[config.mk]
export PLATFORM = sky130hd
export DESIGN_NAME = generic_bus_arbiter
export DESIGN_NICKNAME = d
export VERILOG_FILES = /design/src/rtl/generic_bus_arbiter.sv
export SDC_FILE = /design/constraint.sdc
export NUM_CORES = 1
export LEC_CHECK = 0
export ABC_AREA = 0
export CAP_MARGIN = 20
export CORE_AREA = 5 5 137 139
export CTS_BUF_LIST = sky130_fd_sc_hd__clkbuf_8 sky130_fd_sc_hd__clkbuf_16
export CTS_CLUSTER_SIZE = 40
export DETAILED_ROUTE_END_ITERATION = 7
export DIE_AREA = 0 0 142 144
export SLEW_MARGIN = 20
export SYNTH_ARGS = -nofsm -noshare
export SYNTH_HDL_FRONTEND = slang
export SYNTH_SLANG_ARGS = --single-unit
[constraint.sdc]
create_clock -name clk -period 2.2 [get_ports clk]
set_input_delay 0.22 -clock clk [delete_from_list [all_inputs] [get_ports clk]]
set_output_delay 0.22 -clock clk [all_outputs]
set_load 0.02 [all_outputs]
[src/rtl/generic_bus_arbiter.sv]
`timescale 1ns/1ps
// generic_bus_arbiter
// Shares one downstream GenericBus among NumMgrs managers. Arbitration is
// round-robin and the grant is registered. A grant is held for a whole
// transaction, which is either a single beat or every beat of a burst. One
// IDLE cycle always separates two grants.
// Build option GENERIC_BUS_ARB_FIXED_PRIO_EN: the lowest index always wins,
// and there is no round-robin pointer. All timing stays the same.
//
// state    | meaning
// ---------+---------------------------------------------------------------
// ST_IDLE  | no owner, s* driven 0; winner picked, owns from next cycle
// ST_OWNED | grant one-hot; s* muxed from owner; count beats until release

module generic_bus_arbiter #(
  parameter int NumMgrs       = 2,
  parameter int AddrWidth     = 32,
  parameter int DataWidth     = 32,
  parameter int BurstLenWidth = 8
) (
  input  logic                                clk,
  input  logic                                nReset,
  input  logic [NumMgrs*AddrWidth-1:0]        mAddr,
  input  logic [NumMgrs*DataWidth-1:0]        mWData,
  input  logic [NumMgrs*(DataWidth/8)-1:0]    mWStrb,
  input  logic [NumMgrs-1:0]                  mWEn,
  input  logic [NumMgrs-1:0]                  mREn,
  input  logic [NumMgrs-1:0]                  mIsBurst,
  input  logic [NumMgrs-1:0]                  mNonSec,
  input  logic [NumMgrs*2-1:0]                mBurstType,
  input  logic [NumMgrs*BurstLenWidth-1:0]    mBurstLen,
  input  logic [NumMgrs*3-1:0]                mProt,
  output logic [NumMgrs*DataWidth-1:0]        mRData,
  output logic [NumMgrs-1:0]                  mError,
  output logic [NumMgrs-1:0]                  mBusy,
  output logic [AddrWidth-1:0]                sAddr,
  output logic [DataWidth-1:0]                sWData,
  output logic [DataWidth/8-1:0]              sWStrb,
  output logic                                sWEn,
  output logic                                sREn,
  output logic                                sIsBurst,
  output logic [1:0]                          sBurstType,
  output logic [BurstLenWidth-1:0]            sBurstLen,
  output logic                                sNonSec,
  output logic [2:0]                          sProt,
  input  logic [DataWidth-1:0]                sRData,
  input  logic                                sError,
  input  logic                                sBusy,
  output logic [NumMgrs-1:0]                  grant
);

  localparam int StrbWidth = DataWidth / 8;
  localparam int IdxWidth  = (NumMgrs > 1) ? $clog2(NumMgrs) : 1;

  localparam logic [0:0] ST_IDLE  = 1'b0;
  localparam logic [0:0] ST_OWNED = 1'b1;

  logic [0:0]               state;
  logic [IdxWidth-1:0]      owner;
  logic [BurstLenWidth-1:0] beat_cnt;
  logic [NumMgrs-1:0]       req;
  logic [IdxWidth-1:0]      search_base;
  logic                     win_found;
  logic [IdxWidth-1:0]      win_idx;
  int                       cand;
  int                       owner_i;
  logic                     own_req;
  logic                     own_burst;
  logic [BurstLenWidth-1:0] own_len;
  logic                     beat_done;
  logic                     owner_release;

  assign req     = mWEn | mREn;
  assign owner_i = int'(owner);

`ifdef GENERIC_BUS_ARB_FIXED_PRIO_EN
  // Fixed priority: the search always starts at manager 0
  assign search_base = '0;
`else
  logic [IdxWidth-1:0] rr_ptr;
  logic [IdxWidth-1:0] next_ptr;

  // Pointer moves to the manager after the releasing owner. NumMgrs need not
  // be a power of two, so the wrap is explicit.
  always_comb begin
    if (owner_i == NumMgrs - 1) next_ptr = '0;
    else                        next_ptr = owner + IdxWidth'(1);
  end

  // Round-robin pointer advances only on release
  always_ff @(posedge clk) begin
    if (!nReset)            rr_ptr <= '0;
    else if (owner_release) rr_ptr <= next_ptr;
  end

  assign search_base = rr_ptr;
`endif

  // First requester at or after search_base, searching upward with wrap
  always_comb begin
    win_found = 1'b0;
    win_idx   = '0;
    cand      = 0;
    for (int k = 0; k < NumMgrs; k++) begin
      cand = int'(search_base) + k;
      if (cand >= NumMgrs) cand = cand - NumMgrs;
      if (!win_found && req[IdxWidth'(cand)]) begin
        win_found = 1'b1;
        win_idx   = IdxWidth'(cand);
      end
    end
  end

  // Burst fields are sampled from the owner every beat, not latched at grant
  assign own_req   = req[owner];
  assign own_burst = mIsBurst[owner];
  assign own_len   = mBurstLen[owner_i*BurstLenWidth +: BurstLenWidth];

  assign beat_done     = (state == ST_OWNED) && own_req && !sBusy;
  assign owner_release = (state == ST_OWNED) &&
                         (!own_req ||
                          (beat_done && (!own_burst || (beat_cnt == own_len))));

  // Grant FSM: IDLE picks a winner, OWNED holds until the transaction ends
  always_ff @(posedge clk) begin
    if (!nReset) begin
      state    <= ST_IDLE;
      grant    <= '0;
      owner    <= '0;
      beat_cnt <= '0;
    end else begin
      case (state)
        ST_IDLE: begin
          if (win_found) begin
            state    <= ST_OWNED;
            grant    <= NumMgrs'(1) << win_idx;
            owner    <= win_idx;
            beat_cnt <= '0;
          end
        end
        ST_OWNED: begin
          if (owner_release) begin
            state    <= ST_IDLE;
            grant    <= '0;
            beat_cnt <= '0;
          end else if (beat_done) begin
            beat_cnt <= beat_cnt + BurstLenWidth'(1);
          end
        end
      endcase
    end
  end

  // Request mux downstream and response fan-out upstream. Non-owners see busy
  // while they request, so they hold their request.
  always_comb begin
    sAddr      = '0;
    sWData     = '0;
    sWStrb     = '0;
    sWEn       = 1'b0;
    sREn       = 1'b0;
    sIsBurst   = 1'b0;
    sBurstType = '0;
    sBurstLen  = '0;
    sNonSec    = 1'b0;
    sProt      = '0;
    mRData     = '0;
    mError     = '0;
    mBusy      = req;
    if (state == ST_OWNED) begin
      sAddr      = mAddr[owner_i*AddrWidth +: AddrWidth];
      sWData     = mWData[owner_i*DataWidth +: DataWidth];
      sWStrb     = mWStrb[owner_i*StrbWidth +: StrbWidth];
      sWEn       = mWEn[owner];
      sREn       = mREn[owner];
      sIsBurst   = mIsBurst[owner];
      sBurstType = mBurstType[owner_i*2 +: 2];
      sBurstLen  = own_len;
      sNonSec    = mNonSec[owner];
      sProt      = mProt[owner_i*3 +: 3];
      mRData[owner_i*DataWidth +: DataWidth] = sRData;
      mError[owner] = sError;
      mBusy[owner]  = sBusy;
    end
  end

endmodule

### Word level (Yosys, flattened, before mapping)

Index checks and enable logic that the tools add are counted.

| word-level totals | value |
|---|---|
| register bits after elaboration | 13 |
| bits in latches | 0 |
| RAM bits | 0 |
| ROM bits | 0 |
| bits of input ports | 206 |
| output and inout port bits | 155 |
| word-level logic and storage cells | 97 |
| memories | 0 |

| operators by class | value |
|---|---|
| $add $sub $neg | 6 |
| multiply operators | 1 |
| div/mod/pow operators | 0 |
| $lt $le $gt $ge | 6 |
| equal/unequal tests | 4 |
| shift operators | 9 |
| multiplexer cells | 47 |
| bitwise gates (word level) | 4 |
| reduce and logical (&&, ||, !) cells | 15 |

Operators with widths:

| operator | count |
|---|---|
| indexed part select 64 x 7 -> 32 bit | 2 |
| AND 64 bit | 1 |
| two-way mux 32 bit | 2 |
| two-way mux 64 bit | 1 |
| variable shift 32 x 33 -> 64 bit (first input constant) | 1 |
| indexed part select 32 x 33 -> 64 bit | 1 |
| negation 6 -> 33 bit | 1 |
| two-way mux 8 bit | 4 |
| two-way mux 1 bit | 28 |
| one-hot mux 8 bit (2 select lines) | 1 |
| indexed part select 16 x 5 -> 8 bit | 1 |
| two-way mux 2 bit | 5 |
| adder 8 x 1 -> 8 bit (second input constant) | 1 |
| equality test 8 bit | 1 |
| indexed part select 8 x 4 -> 4 bit | 1 |
| logical AND 1 bit | 6 |
| less-than comparator 1 x 3 -> 1 bit (second input constant) | 2 |
| AND reduction 2 bit | 3 |
| indexed part select 6 x 4 -> 3 bit | 1 |
| zero test 1 bit | 4 |
| two-way mux 4 bit | 1 |
| one-hot mux 2 bit (2 select lines) | 1 |
| indexed part select 4 x 3 -> 2 bit | 1 |
| multiplier 1 x 2 -> 3 bit (second input constant) | 1 |
| other kinds (19) | 21 |

### Depth between registers and ports, before layout

| logic depth | value |
|---|---|
| word-level depth | 12 |
| depth in mapped cells | 9 |
| depth with buffers taken out | 6 |

### Worst setup path after synthesis

No wires, ideal clock.

| timing | value |
|---|---|
| path kind | register to register |
| start point | register owner |
| end point | register beat_cnt[4] |
| setup time | 0.095 ns |
| data arrival time | 1.656 ns |
| data required time | 2.105 ns |
| slack | 0.448 ns |
| stages on the path, launching flop included | 10 |
| buffers on the path | 3 |
| period minus slack after synthesis | 1.752 ns |
| cell sequence | dfxtp_1 -> buf_6 -> buf_6 -> mux2i_1 -> xnor2_1 -> nor4_2 -> a21oi_2 -> buf_6 -> nand2_1 -> o311ai_1 |

| between the ends | value |
|---|---|
| word-level cells in the longest chain between the ends | 9 |
| elaborated cells on any way between the ends | 18 |
| those cells by class | 2 x eq/ne; 1 x shift; 6 x mux; 9 x reduce/logical |

Ends and longest elaborated chain:

| what | line | text |
|---|---|---|
| start, declared | 59 | `logic [IdxWidth-1:0] owner;` |
| start signal, assigned | 137 | `owner <= win_idx;` |
| parallel branches: the longest is 9 deep, another holds indexed part select 16 x 5 -> 8 bit | n/a |  |
| end signal, assigned | 147 | `beat_cnt <= beat_cnt + BurstLenWidth'(1);` |
| end, declared | 60 | `logic [BurstLenWidth-1:0] beat_cnt;` |

Parallel ways; which one is timed is not known. The select of a mux whose other input is x is not followed.
A chain may end at the register's enable or synchronous reset.

### Final worst setup path

| timing | value |
|---|---|
| start point | register owner |
| end point | output port sAddr[13] |

| between the ends | value |
|---|---|
| word-level cells in the longest chain between the ends | 2 |

Ends and longest elaborated chain:

| what | line | text |
|---|---|---|
| indexed part select 64 x 7 -> 32 bit | 171 | `sAddr = mAddr[owner_i*AddrWidth +: AddrWidth];` |
| two-way mux 32 bit | 170 | `if (state == ST_OWNED) begin` |
| end, declared | 36 | `output logic [AddrWidth-1:0] sAddr,` |

No other way between the ends.

==> results.cfg <==
[status]
outcome = completed

[die]
pin_count = 361
initial_utilization = 0.157
core-area_sq_um = 17500
num_rows = 49
dieArea_sq_um = 20400
fp.dieW_um = 142
die_h_um = 144

[placement]
place_area_sq_um = 6680
place_hpwl_mm = 13.7
place_congestion = 0.848
preCtsSetupSlack_ps = 69.5
port_buffers = 360

[cells_and_area]
stdcell_area_sq_um = 6810
drive_gt1_frac = 0.0449
nFillCells = 1836
syn2layout_area_growth_pct = 148
final_util = 0.388
final_cell_mix = 336 x clkdlybuf4s50_1, 87 x nor2b_1, 85 x mux2i_1
layout.nets = 921
final_common_cell = clkdlybuf4s50_1
antenna_cells = 0

[critical_path]
cp.arrival_ps = 1920
startpoint_type = flop
endpoint_kind = primary output
cp_max_fo = 25
slowest_stage = clkdlybuf4s50_1
criticalPathCategory = flop to primary output
startpoint = owner
cp_cell_sequence = buf_12 -> buf_4 -> mux2i_1 -> nor2b_1 -> clkdlybuf4s50_1
cp_num_buf_inv = 3
max_stage_delay_ps = 630
critPathTopFamily = buffers and inverters
r2r_start = owner
cp.required_ps = 1980

[timing]
setup_tns_ps = 0
relSlewSlack = 0.767
hold_viol = 0
timing.hold.ws_ps = 470
worstMarginPinSlew_ps = 346
setup_viol = 0
worst_slack_ps = 60.8
rsz0062_at_grt = true
fmax_mhz = 467
finalWorstPathRequiredPeriod_ps = 2140
fin_skew_ps = 0.957
fin_crit_sh = 0.972
drv_slew = 0

[clocking]
cts_max_level = 1
numCtsBuffers = 3
cts_root_buf = clkbuf_16
cts_tree = yes
clock_path_buffers = 2
cts_hold_buf = 0
path_clk_slew_ps = 40
cts.sinks = 13
worstSkewPairLatency_ps = 240

[yosys]
syn-num-nets = 573
ys_seq_elements = 13
ys_types = 37
synthCells = 366
syn_area_sq_um = 2750
synth_enable_flop_cells = 0
synthFlopType = dfxtp_1
yosysWarnings = 0
synthArstFlopShare = 0
synth_area_per_cell_sq_um = 7.50
ys_seq_area_frac = 0.0948

[route]
wl_per_cell_um = 17.1
routed_wl_mm = 16.2
vias_per_cell = 4.05
antenna_left = 0
drt-initial-drc-count = 137
drcViolationCount = 0
vias = 3818
dr.pass1.iters = 4

[global_routing]
grt_max_degree = 80
gr-total-overflow = 0
antenna_found_initial = 0
grt_pass1_vias = 3673
grt_pass1_wl_mm = 22.7
track_usage = 0.141

[min_path]
hp-start = grant[1]
hp-class = flop to flop

[power]
vdd_drop_max_v = 0.000499
power_leakage_uw = 0.00262
power_per_cell_area_nw_per_um2 = 321

[job]
cap_violations = 0
[state kept, by name, indices dropped and copies added (netlist names)]
name / flops
owner: 1
state: 1
beat_cnt: 8
grant: 2
rr_ptr: 1
[what timing repair did]
| item | in CTS | in global routing |
|---|---|---|
| buffers inserted | 1 | 0 |
| gates resized for setup | 13 | 14 |
| gates cloned | 0 | 0 |
| setup endpoints to repair | 70 | 21 |
| pin swaps | 0 | 0 |
[synth_stat cells, types with 3 or more instances]
master / instances / area, sq um
and3_1: 34 / 213
buf_2: 6 / 30.0
mux2i_1: 86 / 861
clkbuf_1: 22 / 82.6
nand3_1: 5 / 25.0
and2_1: 35 / 219
o211ai_1: 3 / 22.5
nand4_1: 3 / 18.8
nor2_1: 7 / 26.3
nor3_1: 3 / 15.0
nand2_1: 19 / 71.3
o311ai_1: 3 / 26.3
xnor2_1: 8 / 70.1
nor2b_1: 88 / 551
buf_6: 3 / 33.8
dfxtp_1: 13 / 260
[stage by stage]
step	total power [uW]	std cells
2_1_floorplan	953	366
3_3_place_gp	1880	937
3_5_place_dp	1880	937
4_1_cts	2220	942
5_1_grt	2310	942
6_report	2180	942
[kinds of logic (layout without fill, tap and decap cells)]
logic type,after synthesis,count (layout),synth area share
adders and majority gates,1,1,0.00456
muxes,86,86,0.313
AOI/OAI and AO/OA,22,22,0.0656
xor gates and xnor gates,8,8,0.0255
DFF,13,13,0.0948
buffers and inverters,35,382,0.0588
and+or+nand+nor,201,201,0.437
[final timing paths]
| path | end | slack, ps | cells past startpoint |
|---|---|---|---|
| min | grant[1] | 470 | 2 |
| max reg2reg | beat_cnt[5] | 170 | 7 |
| min reg2reg | grant[1] | 470 | 2 |
| max | sAddr[13] | 60 | 5 |
[worst register-to-register path: cells and delay by family, from the launching register on]
family	cells	cell delay, ps
buffers and inverters	1	150
muxes	1	290
DFF	1	410
and+or+nand+nor	1	390
xor gates and xnor gates	1	120
AOI/OAI and AO/OA	3	550
[power breakdown]
group / internal (uW) / switching (uW)
Clock: 239 / 96.3
Combinational: 888 / 701
Sequential: 246 / 11.7
[routing by layer]
layer | part of all wire | vias up | global-route usage
met1 | 0.40 | 1684 | 0.171
met5 | 0 | - | 0
li1 | - | 1955 | -
met3 | 0.099 | 2 | 0.0456
met4 | 0.0021 | 0 | 0.00556
met2 | 0.50 | 177 | 0.257
[final cells by class]
| class | instances | area, sq um | share of cell area |
|---|---|---|---|
| timing repair buffer | 376 | 3830 | 0.562 |
| multi-input combinational | 318 | 2340 | 0.343 |
| clock inverter | 1 | 3.75 | 0.000551 |
| tap | 229 | 287 | 0.0421 |
| inverter | 2 | 7.51 | 0.00110 |
| clock buffer | 3 | 75.1 | 0.0110 |
| sequential | 13 | 268 | 0.0393 |
Note: power is estimated with default switching activity, not from simulation.
